--- config.mk ---
export PLATFORM = sky130hd
export DESIGN_NAME = multicycle_controller
export DESIGN_NICKNAME = d
export VERILOG_FILES = /design/src/rtl/riscv_ctrl_pkg.sv /design/src/rtl/multicycle_controller_alu_decoder.sv /design/src/rtl/multicycle_controller.sv
export SDC_FILE = /design/constraint.sdc
export NUM_CORES = 1
export LEC_CHECK = 0
export ABC_AREA = 0
export CORE_UTILIZATION = 44
export DETAILED_ROUTE_END_ITERATION = 8
export PLACE_DENSITY = 0.88
export RECOVER_POWER = 50
export SETUP_SLACK_MARGIN = 0.1
export SLEW_MARGIN = 25
export SYNTH_ARGS = -nofsm -noshare
export SYNTH_HDL_FRONTEND = slang
export SYNTH_SLANG_ARGS = --single-unit
--- constraint.sdc ---
create_clock -name clk -period 3.96 [get_ports clk]
set_input_delay 0.396 -clock clk [delete_from_list [all_inputs] [get_ports clk]]
set_output_delay 0.396 -clock clk [all_outputs]
set_load 0.02 [all_outputs]
--- src/rtl/riscv_ctrl_pkg.sv ---
// Shared encodings for the RV32I multicycle control path: FSM states,
// opcodes and the mux-select / ALU encodings the datapath expects.
package riscv_ctrl_pkg;

   typedef enum logic [3:0] {
      FETCH    = 4'd0,
      DECODE   = 4'd1,
      MEMADR   = 4'd2,
      MEMREAD  = 4'd3,
      MEMWB    = 4'd4,
      MEMWRITE = 4'd5,
      EXECR    = 4'd6,
      EXECI    = 4'd7,
      ALUWB    = 4'd8,
      BRANCH   = 4'd9,
      JAL      = 4'd10,
      LUI      = 4'd11
   } state_t;

   localparam logic [6:0] OP_LOAD   = 7'b0000011;
   localparam logic [6:0] OP_STORE  = 7'b0100011;
   localparam logic [6:0] OP_RTYPE  = 7'b0110011;
   localparam logic [6:0] OP_ITYPE  = 7'b0010011;
   localparam logic [6:0] OP_BRANCH = 7'b1100011;
   localparam logic [6:0] OP_JAL    = 7'b1101111;
   localparam logic [6:0] OP_LUI    = 7'b0110111;

   localparam logic [2:0] ALU_ADD = 3'b000;
   localparam logic [2:0] ALU_SUB = 3'b001;
   localparam logic [2:0] ALU_AND = 3'b010;
   localparam logic [2:0] ALU_OR  = 3'b011;
   localparam logic [2:0] ALU_XOR = 3'b100;
   localparam logic [2:0] ALU_SLT = 3'b101;
   localparam logic [2:0] ALU_SLL = 3'b110;
   localparam logic [2:0] ALU_SRL = 3'b111;

   localparam logic [1:0] ALUOP_ADD   = 2'b00;
   localparam logic [1:0] ALUOP_SUB   = 2'b01;
   localparam logic [1:0] ALUOP_FUNCT = 2'b10;

   localparam logic [2:0] IMM_I = 3'b000;
   localparam logic [2:0] IMM_S = 3'b001;
   localparam logic [2:0] IMM_B = 3'b010;
   localparam logic [2:0] IMM_J = 3'b011;
   localparam logic [2:0] IMM_U = 3'b100;

   localparam logic [1:0] RES_ALUOUT    = 2'b00;
   localparam logic [1:0] RES_DATA      = 2'b01;
   localparam logic [1:0] RES_ALURESULT = 2'b10;

   localparam logic [1:0] SRCA_PC    = 2'b00;
   localparam logic [1:0] SRCA_OLDPC = 2'b01;
   localparam logic [1:0] SRCA_REGA  = 2'b10;
   localparam logic [1:0] SRCA_ZERO  = 2'b11;

   localparam logic [1:0] SRCB_REGB = 2'b00;
   localparam logic [1:0] SRCB_IMM  = 2'b01;
   localparam logic [1:0] SRCB_FOUR = 2'b10;

   function automatic logic is_supported(input logic [6:0] op);
      return (op == OP_LOAD)   || (op == OP_STORE) || (op == OP_RTYPE) ||
             (op == OP_ITYPE)  || (op == OP_BRANCH) || (op == OP_JAL)  ||
             (op == OP_LUI);
   endfunction

endpackage

--- src/rtl/multicycle_controller_alu_decoder.sv ---
// Combinational ALU control decode from the FSM's alu_op request and the
// instruction funct fields.
module alu_decoder
   import riscv_ctrl_pkg::*;
(
   input  logic       opcode_b5_i,
   input  logic [2:0] funct3_i,
   input  logic       funct7b5_i,
   input  logic [1:0] alu_op_i,
   output logic [2:0] alu_control_o
);

   // ALU operation select
   always_comb begin
      alu_control_o = ALU_ADD;
      case (alu_op_i)
         ALUOP_ADD: alu_control_o = ALU_ADD;
         ALUOP_SUB: alu_control_o = ALU_SUB;
         ALUOP_FUNCT: begin
            case (funct3_i)
               3'b000:  alu_control_o = (opcode_b5_i & funct7b5_i) ? ALU_SUB : ALU_ADD;
               3'b001:  alu_control_o = ALU_SLL;
               3'b010:  alu_control_o = ALU_SLT;
               3'b011:  alu_control_o = ALU_SLT;
               3'b100:  alu_control_o = ALU_XOR;
               3'b101:  alu_control_o = ALU_SRL; // sra not supported, funct7b5 ignored
               3'b110:  alu_control_o = ALU_OR;
               3'b111:  alu_control_o = ALU_AND;
               default: alu_control_o = ALU_ADD;
            endcase
         end
         default: alu_control_o = ALU_ADD;
      endcase
   end

endmodule

--- src/rtl/multicycle_controller.sv ---
// Main control FSM for the shared-memory, single-ALU RV32I multicycle
// datapath: drives all mux selects and enables, stalls on mem_ready.
module multicycle_controller
   import riscv_ctrl_pkg::*;
#(
   parameter logic RESET_PC_WRITE = 1'b0
) (
   input  logic       clk,
   input  logic       reset,
   input  logic [6:0] opcode,
   input  logic [2:0] funct3,
   input  logic       funct7b5,
   input  logic       zero,
   input  logic       mem_ready,
   output logic       pc_write,
   output logic       adr_src,
   output logic       mem_write,
   output logic       ir_write,
   output logic [1:0] result_src,
   output logic [2:0] alu_control,
   output logic [1:0] alu_src_a,
   output logic [1:0] alu_src_b,
   output logic [2:0] imm_src,
   output logic       reg_write,
   output logic       instr_retire,
   output logic       illegal_op
);

   state_t     state_q, state_d;
   logic       pc_write_s, adr_src_s, mem_write_s, ir_write_s;
   logic       reg_write_s, retire_s, illegal_s;
   logic [1:0] result_src_s, alu_src_a_s, alu_src_b_s, alu_op_s;
   logic [2:0] imm_src_s;

   // State register; reset returns to FETCH immediately, even mid-instruction
   always_ff @(posedge clk or negedge reset) begin
      if (!reset) begin
         state_q <= FETCH;
      end else begin
         state_q <= state_d;
      end
   end

   // Next-state and Moore outputs, with the few input-dependent exceptions
   always_comb begin
      state_d      = state_q;
      pc_write_s   = 1'b0;
      adr_src_s    = 1'b0;
      mem_write_s  = 1'b0;
      ir_write_s   = 1'b0;
      reg_write_s  = 1'b0;
      retire_s     = 1'b0;
      illegal_s    = 1'b0;
      result_src_s = RES_ALUOUT;
      alu_src_a_s  = SRCA_PC;
      alu_src_b_s  = SRCB_REGB;
      alu_op_s     = ALUOP_ADD;
      imm_src_s    = IMM_I;
      case (state_q)
         FETCH: begin
            alu_src_b_s  = SRCB_FOUR;
            result_src_s = RES_ALURESULT;
            ir_write_s   = mem_ready;
            pc_write_s   = mem_ready;
            state_d      = mem_ready ? DECODE : FETCH;
         end
         DECODE: begin
            // Branch target is precomputed into ALUOut here
            alu_src_a_s = SRCA_OLDPC;
            alu_src_b_s = SRCB_IMM;
            imm_src_s   = IMM_B;
            illegal_s   = !is_supported(opcode);
            case (opcode)
               OP_LOAD:   state_d = MEMADR;
               OP_STORE:  state_d = MEMADR;
               OP_RTYPE:  state_d = EXECR;
               OP_ITYPE:  state_d = EXECI;
               OP_BRANCH: state_d = BRANCH;
               OP_JAL:    state_d = JAL;
               OP_LUI:    state_d = LUI;
               default:   state_d = FETCH;
            endcase
         end
         MEMADR: begin
            alu_src_a_s = SRCA_REGA;
            alu_src_b_s = SRCB_IMM;
            imm_src_s   = opcode[5] ? IMM_S : IMM_I;
            state_d     = opcode[5] ? MEMWRITE : MEMREAD;
         end
         MEMREAD: begin
            adr_src_s = 1'b1;
            state_d   = mem_ready ? MEMWB : MEMREAD;
         end
         MEMWB: begin
            result_src_s = RES_DATA;
            reg_write_s  = 1'b1;
            retire_s     = 1'b1;
            state_d      = FETCH;
         end
         MEMWRITE: begin
            adr_src_s   = 1'b1;
            mem_write_s = 1'b1;
            retire_s    = mem_ready;
            state_d     = mem_ready ? FETCH : MEMWRITE;
         end
         EXECR: begin
            alu_src_a_s = SRCA_REGA;
            alu_op_s    = ALUOP_FUNCT;
            state_d     = ALUWB;
         end
         EXECI: begin
            alu_src_a_s = SRCA_REGA;
            alu_src_b_s = SRCB_IMM;
            alu_op_s    = ALUOP_FUNCT;
            state_d     = ALUWB;
         end
         ALUWB: begin
            reg_write_s = 1'b1;
            retire_s    = 1'b1;
            state_d     = FETCH;
         end
         BRANCH: begin
            alu_src_a_s = SRCA_REGA;
            alu_op_s    = ALUOP_SUB;
            retire_s    = 1'b1;
            state_d     = FETCH;
            case (funct3)
               3'b000:  pc_write_s = zero;
               3'b001:  pc_write_s = !zero;
               default: pc_write_s = 1'b0;
            endcase
         end
         JAL: begin
            alu_src_a_s = SRCA_OLDPC;
            alu_src_b_s = SRCB_FOUR;
            pc_write_s  = 1'b1;
            state_d     = ALUWB;
         end
         LUI: begin
            alu_src_a_s = SRCA_ZERO;
            alu_src_b_s = SRCB_IMM;
            imm_src_s   = IMM_U;
            state_d     = ALUWB;
         end
         default: begin
            state_d = FETCH;
         end
      endcase
   end

   alu_decoder u_alu_decoder (
      .opcode_b5_i   (opcode[5]),
      .funct3_i      (funct3),
      .funct7b5_i    (funct7b5),
      .alu_op_i      (alu_op_s),
      .alu_control_o (alu_control)
   );

   // Enables are forced off combinationally so reset takes effect at once
   assign pc_write     = reset ? pc_write_s : RESET_PC_WRITE;
   assign ir_write     = reset & ir_write_s;
   assign mem_write    = reset & mem_write_s;
   assign reg_write    = reset & reg_write_s;
   assign instr_retire = reset & retire_s;
   assign illegal_op   = reset & illegal_s;
   assign adr_src      = adr_src_s;
   assign result_src   = result_src_s;
   assign alu_src_a    = alu_src_a_s;
   assign alu_src_b    = alu_src_b_s;
   assign imm_src      = imm_src_s;

endmodule

# [Word level (Yosys, flattened, before mapping)]
# Cells that the tools add are included.
# W data, S select, Z words.
[totals] ff_bits=4 out_inout_bits=19 word_cells=79
[op_classes] eq_ne=27 mux=24 bitwise=6 n_reduce_logical=21
[ops] cell="$pmux W4 S6" n=2
[ops] cell="$eq A7 B6 Y1 const B" n=3
[ops] cell="$pmux W3 S7" n=1
[ops] cell="$eq A4 B3 Y1 const B" n=4
[ops] cell="$eq A4 B4 Y1 const B" n=4
[ops] cell="$eq A7 B7 Y1 const B" n=2
[ops] cell="$reduce_or A2 Y1" n=7
[ops] cell="$eq A3 B3 Y1 const B" n=4
[ops] cell="$pmux W2 S2" n=3
[ops] cell="$reduce_or A4 Y1" n=3
[ops] cell="$mux W1" n=9
[ops] cell="$mux W3" n=3
[ops] cell="$pmux W3 S3" n=1
[ops] cell="$eq A4 B2 Y1 const B" n=2
[ops] cell="$eq A7 B2 Y1 const B" n=1
[ops] cell="$eq A7 B5 Y1 const B" n=1
[ops] cell="$and A1 B1 Y1" n=6
[ops] cell="$eq A3 B2 Y1 const B" n=2
[ops] cell="$logic_or A1 B1 Y1" n=6
[ops] cell="$pmux W2 S3" n=1
[ops] cell="$pmux W3 S2" n=1
[ops] cell="$eq A4 B1 Y1 const B" n=1
[ops] cell="$logic_not A4 Y1" n=1
[ops] cell="$pmux W1 S2" n=2
[ops] cell="7 further kinds" n=8

# [Logic depth before layout (Yosys ltp)]
# Gate-level depths: netlist (run 1).
[logic_depth] depth_word=10 ltp_mapped=7

# [By module]
# A second synthesis (run 1) with hierarchy kept.
[unflattened] hier_cells=98 area_unflattened_um2=704.4
[by_module_without_submodules] module="multicycle_controller" instances=1 cells_per_inst=80 area_per_inst_um2=596.8 seq_area_each_um2=100.1
[by_module_without_submodules] module="alu_decoder" instances=1 cells_per_inst=18 area_per_inst_um2=107.6 seq_area_each_um2=0.0

# [Least setup slack after synthesis (run 1)]
# No wires, ideal clock.
[synth_path] kind="register to output" from="reg state_q[3]" to="out alu_control[0]" arrival_time_ns=1.684 t_required_ns=3.564 slack_ns=1.880 path_stages_with_launch=7 path_buffers=1 cell_sequence="dfrtp_1 -> buf_2 -> nor2b_1 -> nand2_1 -> ha_1 -> nand2b_1 -> o22ai_1"
[synth_between] elab_chain_cells=5
[synth_lines] item="start: declaration" line_no="multicycle_controller.sv:29" source="state_t state_q, state_d;"
[synth_lines] item="start signal: assignment" line_no="multicycle_controller.sv:40" source="state_q <= state_d;"
[synth_lines] item="$eq A4 B3 Y1" line_no="multicycle_controller.sv:59" source="case (state_q)"
[synth_lines] item="$reduce_or A2 Y1 (no line)"
[synth_lines] item="$pmux W2 S2 *" line_no="multicycle_controller.sv:59"
[synth_lines] item="$eq A2 B2 Y1 or $eq A2 B1 Y1 (tied branches)" line_no="multicycle_controller_alu_decoder.sv:16" source="case (alu_op_i)"
[synth_lines] item="$pmux W3 S2 *" line_no="multicycle_controller_alu_decoder.sv:16"
[synth_lines] item="end: declaration" line_no="multicycle_controller.sv:20" source="output logic [2:0] alu_control,"
# Every way passes the cells marked *; elsewhere a longest branch is shown, timed or not.

# [Worst setup path after layout (run 1)]
[layout_path] from="reg state_q[1]" to="out alu_control[0]"
# Same word-level chain as after synthesis.

==> results of run 1 <==
## power by group
group / switching (mW) / internal [mW]
Sequential: 0.00893 / 0.0432
Clock: 0.0204 / 0.0341
Combinational: 0.0495 / 0.0534
## worst register-to-register path, cell delays in order (launching register included)
cell	delay (ns)
sky130_fd_sc_hd__dfrtp_1	0.55
sky130_fd_sc_hd__nor4b_1	0.83
sky130_fd_sc_hd__nand4_1	0.24
sky130_fd_sc_hd__o211ai_1	0.24
## through the flow
step	hold slack (ns)	utilization [%]	cells
after floorplan	0.100	-	100
after global placement	0.671	69.2	143
after detailed placement	0.673	69.2	143
after CTS	0.418	70.6	146
after global routing	0.500	69.6	146
final	0.482	69.6	146
## synthesized netlist by cell type, types with 3 or more instances
cell type and instances:
sky130_fd_sc_hd__a21o_1 3, sky130_fd_sc_hd__a21oi_1 5, sky130_fd_sc_hd__and3_1 4, sky130_fd_sc_hd__buf_2 3, sky130_fd_sc_hd__clkbuf_1 3, sky130_fd_sc_hd__dfrtp_1 4, sky130_fd_sc_hd__inv_1 6, sky130_fd_sc_hd__nand2_1 8
sky130_fd_sc_hd__nand2b_1 6, sky130_fd_sc_hd__nand3_1 3, sky130_fd_sc_hd__nor2_1 5, sky130_fd_sc_hd__nor2b_1 7, sky130_fd_sc_hd__nor3b_1 3, sky130_fd_sc_hd__o21ai_0 4
## worst paths after layout
check,startpoint,endpoint,depth (start not counted)
max,state_q[1],alu_control[0],7
min,reset,state_q[0],1
max reg2reg,state_q[1],state_q[0],3
min reg2reg,state_q[1],state_q[3],1
max in group asynchronous,reset,state_q[1],1
min in group clk,state_q[1],state_q[3],1
## cell type report
cell class / instances / share of cell area (%)
Clock buffer: 3 / 2.10
Inverter: 6 / 2.10
Multi-Input combinational cell: 84 / 53.8
Sequential cell: 4 / 9.32
Tap cell: 16 / 1.86
Timing Repair Buffer: 33 / 30.8
## cell families (layout without fill, tap and decap cells)
logic type,after synthesis,count (layout)
and+or+nand+nor,58,58
xor gates and xnor gates,2,2
muxes,2,2
AOI/OAI and AO/OA,20,20
buffers and inverters,12,42
DFF,4,4
adders and majority gates,2,2
## metal layers
layer	up-vias	wire (µm)
li1	427	-
met1	416	787
met2	31	1080
met3	4	108
met4	0	29
met5	-	0
==> results.json, run 1 <==
{
  "status": "finished clean",
  "synth_cell_type_count": 42,
  "timing.clock.skew_ns": 0.00396,
  "synthTopCellsByArea": "sky130_fd_sc_hd__dfrtp_1, sky130_fd_sc_hd__nor2b_1, sky130_fd_sc_hd__nand2b_1, sky130_fd_sc_hd__nand2_1, sky130_fd_sc_hd__a21oi_1",
  "antennaDiodeCount": 0,
  "synth_compound_area_share_pct": 18.7,
  "cp.arrival_ns": 2.60,
  "drc_errors": 0,
  "endpoint_kind": "primary output",
  "die_height_um": 43.1,
  "globalRoute.totalOverflow": 0,
  "multiInputGateArea_um2": 578,
  "routed-via-count": 878,
  "core-area_mm2": 0.00154,
  "yosys.area.top_type_share_pct": 13.5,
  "tritoncts.num_buffers": 3,
  "cts_sinks": 4,
  "root_buffer": "sky130_fd_sc_hd__clkbuf_4",
  "fillCellCount": 138,
  "postSynthRegisterBits": 4,
  "starting_density_pct": 48.1,
  "synth-edff-count": 0,
  "power.density_cell_area_mw_per_mm2": 195,
  "global_route.usage.met2_pct": 44.2,
  "post-dp-hpwl_mm": 1.53,
  "worst-slew-pin-transition_ns": 0.853,
  "synth_sequential_area_ratio_pct": 13.5,
  "layout.cells.most_common": "sky130_fd_sc_hd__clkdlybuf4s50_1",
  "avgRoutedWirePerCell_um": 13.7,
  "critPathRequiredTime_ns": 3.56,
  "rows": 14,
  "static-leakage-power_nw": 0.477,
  "globalRouteMet1Util_pct": 24.9,
  "place_worst_setup_slack_ns": 1.10,
  "grt_pass1_vias": 796,
  "clkTransAtPathRegs_ns": 0.04,
  "final_area_mm2": 0.00107,
  "antenna_left": 0,
  "synthesis.area_per_instance_um2": 7.42,
  "vias_per_cell": 6.01,
  "final_hold_viol_count": 0,
  "critPathMaxFanout": 19,
  "antenna_found_initial": 0,
  "final_cell_mix": "sky130_fd_sc_hd__clkdlybuf4s50_1, sky130_fd_sc_hd__nand2_1, sky130_fd_sc_hd__nor2b_1, sky130_fd_sc_hd__dlygate4sd3_1",
  "gp_congestion": 0.776,
  "hold_path.class": "in -> async",
  "clockBufferDepth": 2,
  "global_route.usage.met3_pct": 2.13,
  "clock.fmax_ghz": 0.334,
  "most_instantiated_flip_flop_cell_in_the_synthesis_netlist": "sky130_fd_sc_hd__dfrtp_1",
  "area_growth_pct": 44.7,
  "timing.critical_path.cells": "nor2b_1 > nand2_1 > inv_1 > ha_1 > nand2b_1 > o22ai_1 > clkdlybuf4s50_1",
  "flip_flop_count_of_the_largest_register_all_copies_and_words_added": 4,
  "final_nets": 149,
  "die_width_um": 43.1,
  "grt_pass1_wl_mm": 3.30,
  "dominant_combinational_cell_family_by_area_after_synthesis": "simple AND/OR/NAND/NOR gates",
  "worst_path_largest_cell_delay_ns": 0.64,
  "critPathTopFamily": "buffers and inverters",
  "detail_route.wirelength_mm": 2.00,
  "slew_violations": 0,
  "first_pass_iters": 4,
  "critPathLaunchType": "flop",
  "postSynth.asyncResetShare_pct": 100,
  "biggestRegsByFlops": "state_q (4)",
  "synthXorXnorAreaFrac_pct": 2.36,
  "worst_skew_pair.late_latency_ns": 0.25,
  "grt_max_degree": 20,
  "drive_gt1_share_pct": 6.92,
  "report.final.setup_viol": 0,
  "regMostFlops": "state_q",
  "synthesis.area_um2": 742,
  "critical_path.n_buffers_inverters": 2,
  "setup-tns-final_ns": 0,
  "final.setup.worst_slack_ns": 0.964,
  "synth_area_in_simple_gates_pct": 52.6,
  "final_period_minus_worst_setup_slack_ns": 3.00,
  "io_pins": 34,
  "postCtsHoldBufs": 0,
  "busiest_layer": "met2",
  "die-area_mm2": 0.00185,
  "placed_area_mm2": 0.00107,
  "totalPowerFinal_mw": 0.209,
  "synth.net_count": 117,
  "layout.area.seq_um2": 100,
  "ff2ff_setup_slack_ns": 2.02,
  "post-cts-setup-buffers": 0,
  "cts_resized": 0,
  "max-vdd-ir-drop_mv": 0.172,
  "cts_max_level": 1,
  "post-synth-top-area-cell": "sky130_fd_sc_hd__dfrtp_1",
  "max_slew_margin_pct": 42.3,
  "number_of_max_cap_violations": 0,
  "drt-initial-drc-count": 21,
  "final_critical_path_share_of_the_clock_period_pct": 75.7,
  "buffer_ports.inserted": 33,
  "cts_tree": "done",
  "postSynthCellCount": 100,
  "yosys.area_share.adder_pct": 3.37,
  "synth.area.mux_share_pct": 2.87,
  "cell_at_the_slowest_stage_of_the_critical_path": "sky130_fd_sc_hd__dfrtp_1",
  "grt_setup_unrepaired": "false",
  "critPathKind": "reg -> out",
  "grtUsageTotal_pct": 23.1,
  "synthesis.yosys.warnings": 0
}
Power figures use the tool's default switching activity.
==> run 2: changes to the inputs <==
--- a/config.mk
+++ b/config.mk
@@ -6,9 +6,9 @@
 export NUM_CORES = 1
 export LEC_CHECK = 0
 export ABC_AREA = 0
-export CORE_UTILIZATION = 44
+export CORE_UTILIZATION = 41
 export DETAILED_ROUTE_END_ITERATION = 8
-export PLACE_DENSITY = 0.88
+export PLACE_DENSITY = 0.83
 export RECOVER_POWER = 50
 export SETUP_SLACK_MARGIN = 0.1
 export SLEW_MARGIN = 25
==> constraint.sdc (replaced) <==
create_clock -name clk -period 3.1 [get_ports clk]
set_input_delay 0.31 -clock clk [delete_from_list [all_inputs] [get_ports clk]]
set_output_delay 0.31 -clock clk [all_outputs]
set_load 0.02 [all_outputs]
==> results.json, run 2 (synthesis gave the netlist of run 1 again) <==
{
  "power_frac_comb_pct": 52.3,
  "clockBufferDepth": 2,
  "regMostFlops": "state_q",
  "grt_pass1_vias": 806,
  "hold_path.class": "in -> async",
  "critPathKind": "reg -> out",
  "critPathRequiredTime_ns": 2.79,
  "multiInputGateArea_um2": 578,
  "globalRouteMet1Util_pct": 23.6,
  "status": "finished clean",
  "worst_skew_pair.late_latency_ns": 0.25,
  "p_sw_share_pct": 36.9,
  "clock.fmax_ghz": 0.362,
  "final_hold_viol_count": 0,
  "critPathMaxFanout": 11,
  "power.density_cell_area_mw_per_mm2": 243,
  "die_height_um": 44.5,
  "antenna_found_initial": 0,
  "gp_congestion": 0.865,
  "grtUsageTotal_pct": 21.5,
  "setup-tns-final_ns": 0,
  "buffer_ports.inserted": 33,
  "rr_endpoint": "state_q[0]",
  "p_int_mw": 0.170,
  "starting_density_pct": 43.4,
  "avgRoutedWirePerCell_um": 12.4,
  "worst-slew-pin-transition_ns": 0.793,
  "static-leakage-power_nw": 0.494,
  "global_route.usage.met2_pct": 42.4,
  "global_route.usage.met3_pct": 1.63,
  "max_slew_margin_pct": 46.4,
  "grt_setup_unrepaired": "false",
  "routed-via-count": 853,
  "share_seq_of_total_power_pct": 22.3,
  "io_pins": 34,
  "area_growth_pct": 49.7,
  "final_period_minus_worst_setup_slack_ns": 2.77,
  "root_buffer": "sky130_fd_sc_hd__clkbuf_4",
  "antennaDiodeCount": 0,
  "drive_gt1_share_pct": 8.96,
  "number_of_max_cap_violations": 0,
  "core-area_mm2": 0.00171,
  "globalRoute.totalOverflow": 0,
  "final_cell_mix": "sky130_fd_sc_hd__clkdlybuf4s50_1, sky130_fd_sc_hd__nand2_1, sky130_fd_sc_hd__nor2b_1",
  "rr_worst_depth": 4,
  "report.final.setup_viol": 0,
  "fillCellCount": 162,
  "max-vdd-ir-drop_mv": 0.230,
  "busiest_layer": "met2",
  "clock_power_share_pct": 25.5,
  "layout.cells.most_common": "sky130_fd_sc_hd__clkdlybuf4s50_1",
  "cts_sinks": 4,
  "slew_violations": 0,
  "grt_max_degree": 20,
  "cts_max_level": 1,
  "post-dp-hpwl_mm": 1.56,
  "layout.area.seq_um2": 100,
  "flip_flop_count_of_the_largest_register_all_copies_and_words_added": 4,
  "cp.arrival_ns": 2.46,
  "first_pass_iters": 4,
  "vias_per_cell": 5.36,
  "tritoncts.num_buffers": 3,
  "final_nets": 153,
  "detail_route.wirelength_mm": 1.98,
  "total_switching_power_mw": 0.0994,
  "place_worst_setup_slack_ns": 0.426,
  "die_width_um": 44.5,
  "die-area_mm2": 0.00198,
  "postCtsHoldBufs": 0,
  "rows": 15,
  "drc_errors": 0,
  "final_critical_path_share_of_the_clock_period_pct": 89.2,
  "grt_pass1_wl_mm": 3.22,
  "critPathLaunchType": "flop",
  "post-cts-setup-buffers": 0,
  "cts_resized": 0,
  "biggestRegsByFlops": "state_q (4)",
  "cts_tree": "done",
  "regToRegStartpoint": "state_q[1]",
  "antenna_left": 0,
  "ff2ff_setup_slack_ns": 1.06,
  "drt-initial-drc-count": 14,
  "timing.clock.skew_ns": 0.00718,
  "clkTransAtPathRegs_ns": 0.04,
  "endpoint_kind": "primary output",
  "final.setup.worst_slack_ns": 0.334
}
==> run 2: changes by cell type in the layout (fill, tap and decap cells not counted) <==
cell and change:
sky130_fd_sc_hd__buf_4 +3, sky130_fd_sc_hd__clkbuf_1 +1, sky130_fd_sc_hd__clkdlybuf4s50_1 +1, sky130_fd_sc_hd__dlygate4sd3_1 -1
==> run 2: worst max-delay path, stage by stage (launching register included) <==
cell	delay, ns
sky130_fd_sc_hd__dfrtp_1	0.46
sky130_fd_sc_hd__clkbuf_1	0.25
sky130_fd_sc_hd__nor4b_1	0.76
sky130_fd_sc_hd__clkdlybuf4s50_1	0.74
==> run 2: worst max path at each step <==
stage | start | to | slack, ns | depth (start not counted)
after global placement | opcode[6] | illegal_op | 0.47 | 5
final | state_q[1] | imm_src[1] | 0.33 | 3
after floorplan | state_q[3] | alu_control[0] | 1.11 | 6
after global routing | state_q[2] | alu_control[0] | 0.23 | 6
after CTS | state_q[2] | alu_control[0] | 0.34 | 6
after detailed placement | opcode[4] | illegal_op | 0.43 | 5
==> run 2: metrics by stage <==
stage	power, mW	hold WS [ns]	cell area, µm²	instances	utilization [%]
after floorplan	0.138	0.0144	742	100	-
after global placement	0.205	0.583	1110	156	64.8
after detailed placement	0.207	0.592	1110	156	64.8
after CTS	0.275	0.337	1130	159	66.2
after global routing	0.285	0.433	1110	159	65.1
final	0.270	0.397	1110	159	65.1
==> run 2: layout make-up <==
class	count	area share (%)
clock buffers	3	2.03
inverters	6	2.03
multi-input cells	84	52.0
flip-flops and latches	4	9.01
well taps	25	2.82
repair buffers	37	32.1
==> run 2: power groups by stage <==
| stage | clock [mW] | combinational, mW | sequential (mW) |
|---|---|---|---|
| global route | 0.0718 | 0.153 | 0.0605 |
| CTS | 0.0680 | 0.147 | 0.0602 |
| detailed placement | 0 | 0.147 | 0.0608 |
| finish | 0.0686 | 0.141 | 0.0600 |
| global placement | 0 | 0.144 | 0.0607 |
| floorplan | 0 | 0.0807 | 0.0578 |
==> run 2: per-layer routing <==
layer	vias to the layer above	routed length (µm)
li1	436	-
met1	390	849
met2	25	1030
met3	2	84
met4	0	14
met5	-	0
==> run 3: changes to the inputs <==
--- a/config.mk
+++ b/config.mk
@@ -6,6 +6,7 @@
 export NUM_CORES = 1
 export LEC_CHECK = 0
 export ABC_AREA = 0
+export CORE_MARGIN = 1.5
 export CORE_UTILIZATION = 41
 export DETAILED_ROUTE_END_ITERATION = 8
 export PLACE_DENSITY = 0.83
==> results.json, run 3 (synthesis gave the netlist of run 1 again) <==
{
  "grt_pass1_vias": 808,
  "cp.arrival_ns": 2.49,
  "slew_violations": 0,
  "power.density_cell_area_mw_per_mm2": 240,
  "worst-slew-pin-transition_ns": 0.843,
  "critPathLaunch": "state_q[1]",
  "final_period_minus_worst_setup_slack_ns": 2.80,
  "drt-initial-drc-count": 9,
  "die-area_mm2": 0.00207,
  "grt_max_degree": 20,
  "static-leakage-power_nw": 0.491,
  "place_worst_setup_slack_ns": 0.415,
  "report.final.setup_viol": 0,
  "detail_route.wirelength_mm": 1.99,
  "drive_gt1_share_pct": 8.96,
  "setup-tns-final_ns": 0,
  "core-area_mm2": 0.00171,
  "hold_path.class": "in -> async",
  "worst_skew_pair.late_latency_ns": 0.24,
  "post-cts-setup-buffers": 0,
  "clkTransAtPathRegs_ns": 0.04,
  "layout.area.seq_um2": 100,
  "final_hold_viol_count": 0,
  "timing.clock.skew_ns": 0.00181,
  "final_critical_path_share_of_the_clock_period_pct": 90.3,
  "critPathMaxFanout": 10,
  "status": "finished clean",
  "flip_flop_count_of_the_largest_register_all_copies_and_words_added": 4,
  "vias_per_cell": 5.52,
  "root_buffer": "sky130_fd_sc_hd__clkbuf_4",
  "number_of_max_cap_violations": 0,
  "grtUsageTotal_pct": 21.4,
  "max_slew_margin_pct": 43.0,
  "endpoint_kind": "primary output",
  "area_growth_pct": 49.7,
  "antenna_left": 0,
  "antennaDiodeCount": 0,
  "final.setup.worst_slack_ns": 0.302,
  "regMostFlops": "state_q",
  "gp_congestion": 0.859,
  "clock.fmax_ghz": 0.357,
  "rows": 15,
  "postCtsHoldBufs": 0,
  "die_height_um": 45.5,
  "critPathLaunchType": "flop",
  "globalRoute.totalOverflow": 0,
  "starting_density_pct": 43.4,
  "final_cell_mix": "sky130_fd_sc_hd__clkdlybuf4s50_1, sky130_fd_sc_hd__nand2_1, sky130_fd_sc_hd__nor2b_1",
  "clockBufferDepth": 2,
  "grt_setup_unrepaired": "false",
  "tritoncts.num_buffers": 3,
  "post-dp-hpwl_mm": 1.57,
  "grt_pass1_wl_mm": 3.27,
  "multiInputGateArea_um2": 578,
  "layout.cells.most_common": "sky130_fd_sc_hd__clkdlybuf4s50_1",
  "max-vdd-ir-drop_mv": 0.236,
  "routed-via-count": 878,
  "antenna_found_initial": 0,
  "critPathRequiredTime_ns": 2.79,
  "totalPowerFinal_mw": 0.267,
  "cts_tree": "done",
  "regToRegStartpoint": "state_q[1]",
  "first_pass_iters": 4,
  "buffer_ports.inserted": 33,
  "critPathKind": "reg -> out",
  "io_pins": 34,
  "cts_sinks": 4,
  "biggestRegsByFlops": "state_q (4)",
  "cts_max_level": 1,
  "die_width_um": 45.5,
  "drc_errors": 0,
  "final_nets": 153,
  "cts_resized": 0,
  "avgRoutedWirePerCell_um": 12.5,
  "fillCellCount": 157
}
==> run 3: cell type report <==
| class | count | share of cell area (%) |
|---|---|---|
| repair buffers | 37 | 32.1 |
| flip-flops and latches | 4 | 9.01 |
| clock buffers | 3 | 2.03 |
| multi-input cells | 84 | 52.0 |
| inverters | 6 | 2.03 |
| well taps | 25 | 2.82 |
==> run 3: power by group <==
group / total (mW) / internal (mW) / switching [mW]
Combinational: 0.140 / 0.0706 / 0.0699
Sequential: 0.0603 / 0.0553 / 0.00504
Clock: 0.0659 / 0.0434 / 0.0225
Total: 0.267 / 0.169 / 0.0974
==> run 3: worst paths after layout <==
path                              end  slack [ns]  cells past startpoint
max                        imm_src[1]        0.30                      3
min in group clk           state_q[2]        0.81                      4
min                        state_q[0]        0.41                      1
min reg2reg                state_q[2]        0.81                      4
max reg2reg                state_q[0]        1.07                      4
max in group asynchronous  state_q[3]        2.43                      1
==> run 3: stage by stage <==
stage                     hold slack (ns)  utilization (%)  instances  cell area [µm²]
after floorplan                    0.0144                -        100              742
after global placement              0.583             64.8        156             1110
after detailed placement            0.599             64.8        156             1110
after CTS                           0.349             66.2        159             1130
after global routing                0.431             65.1        159             1110
final                               0.415             65.1        159             1110
==> run 3: metal layers <==
layer / wire length, µm / global-route usage (%)
met5: 0 / 0
met4: 41 / 12.9
met3: 117 / 1.19
met2: 1020 / 38.6
met1: 810 / 24.2
==> run 3: worst max-delay path, stage by stage, from the launching register on <==
cell and delay, ns:
sky130_fd_sc_hd__dfrtp_1 0.47, sky130_fd_sc_hd__clkbuf_1 0.24, sky130_fd_sc_hd__nor4b_1 0.79, sky130_fd_sc_hd__clkdlybuf4s50_1 0.75
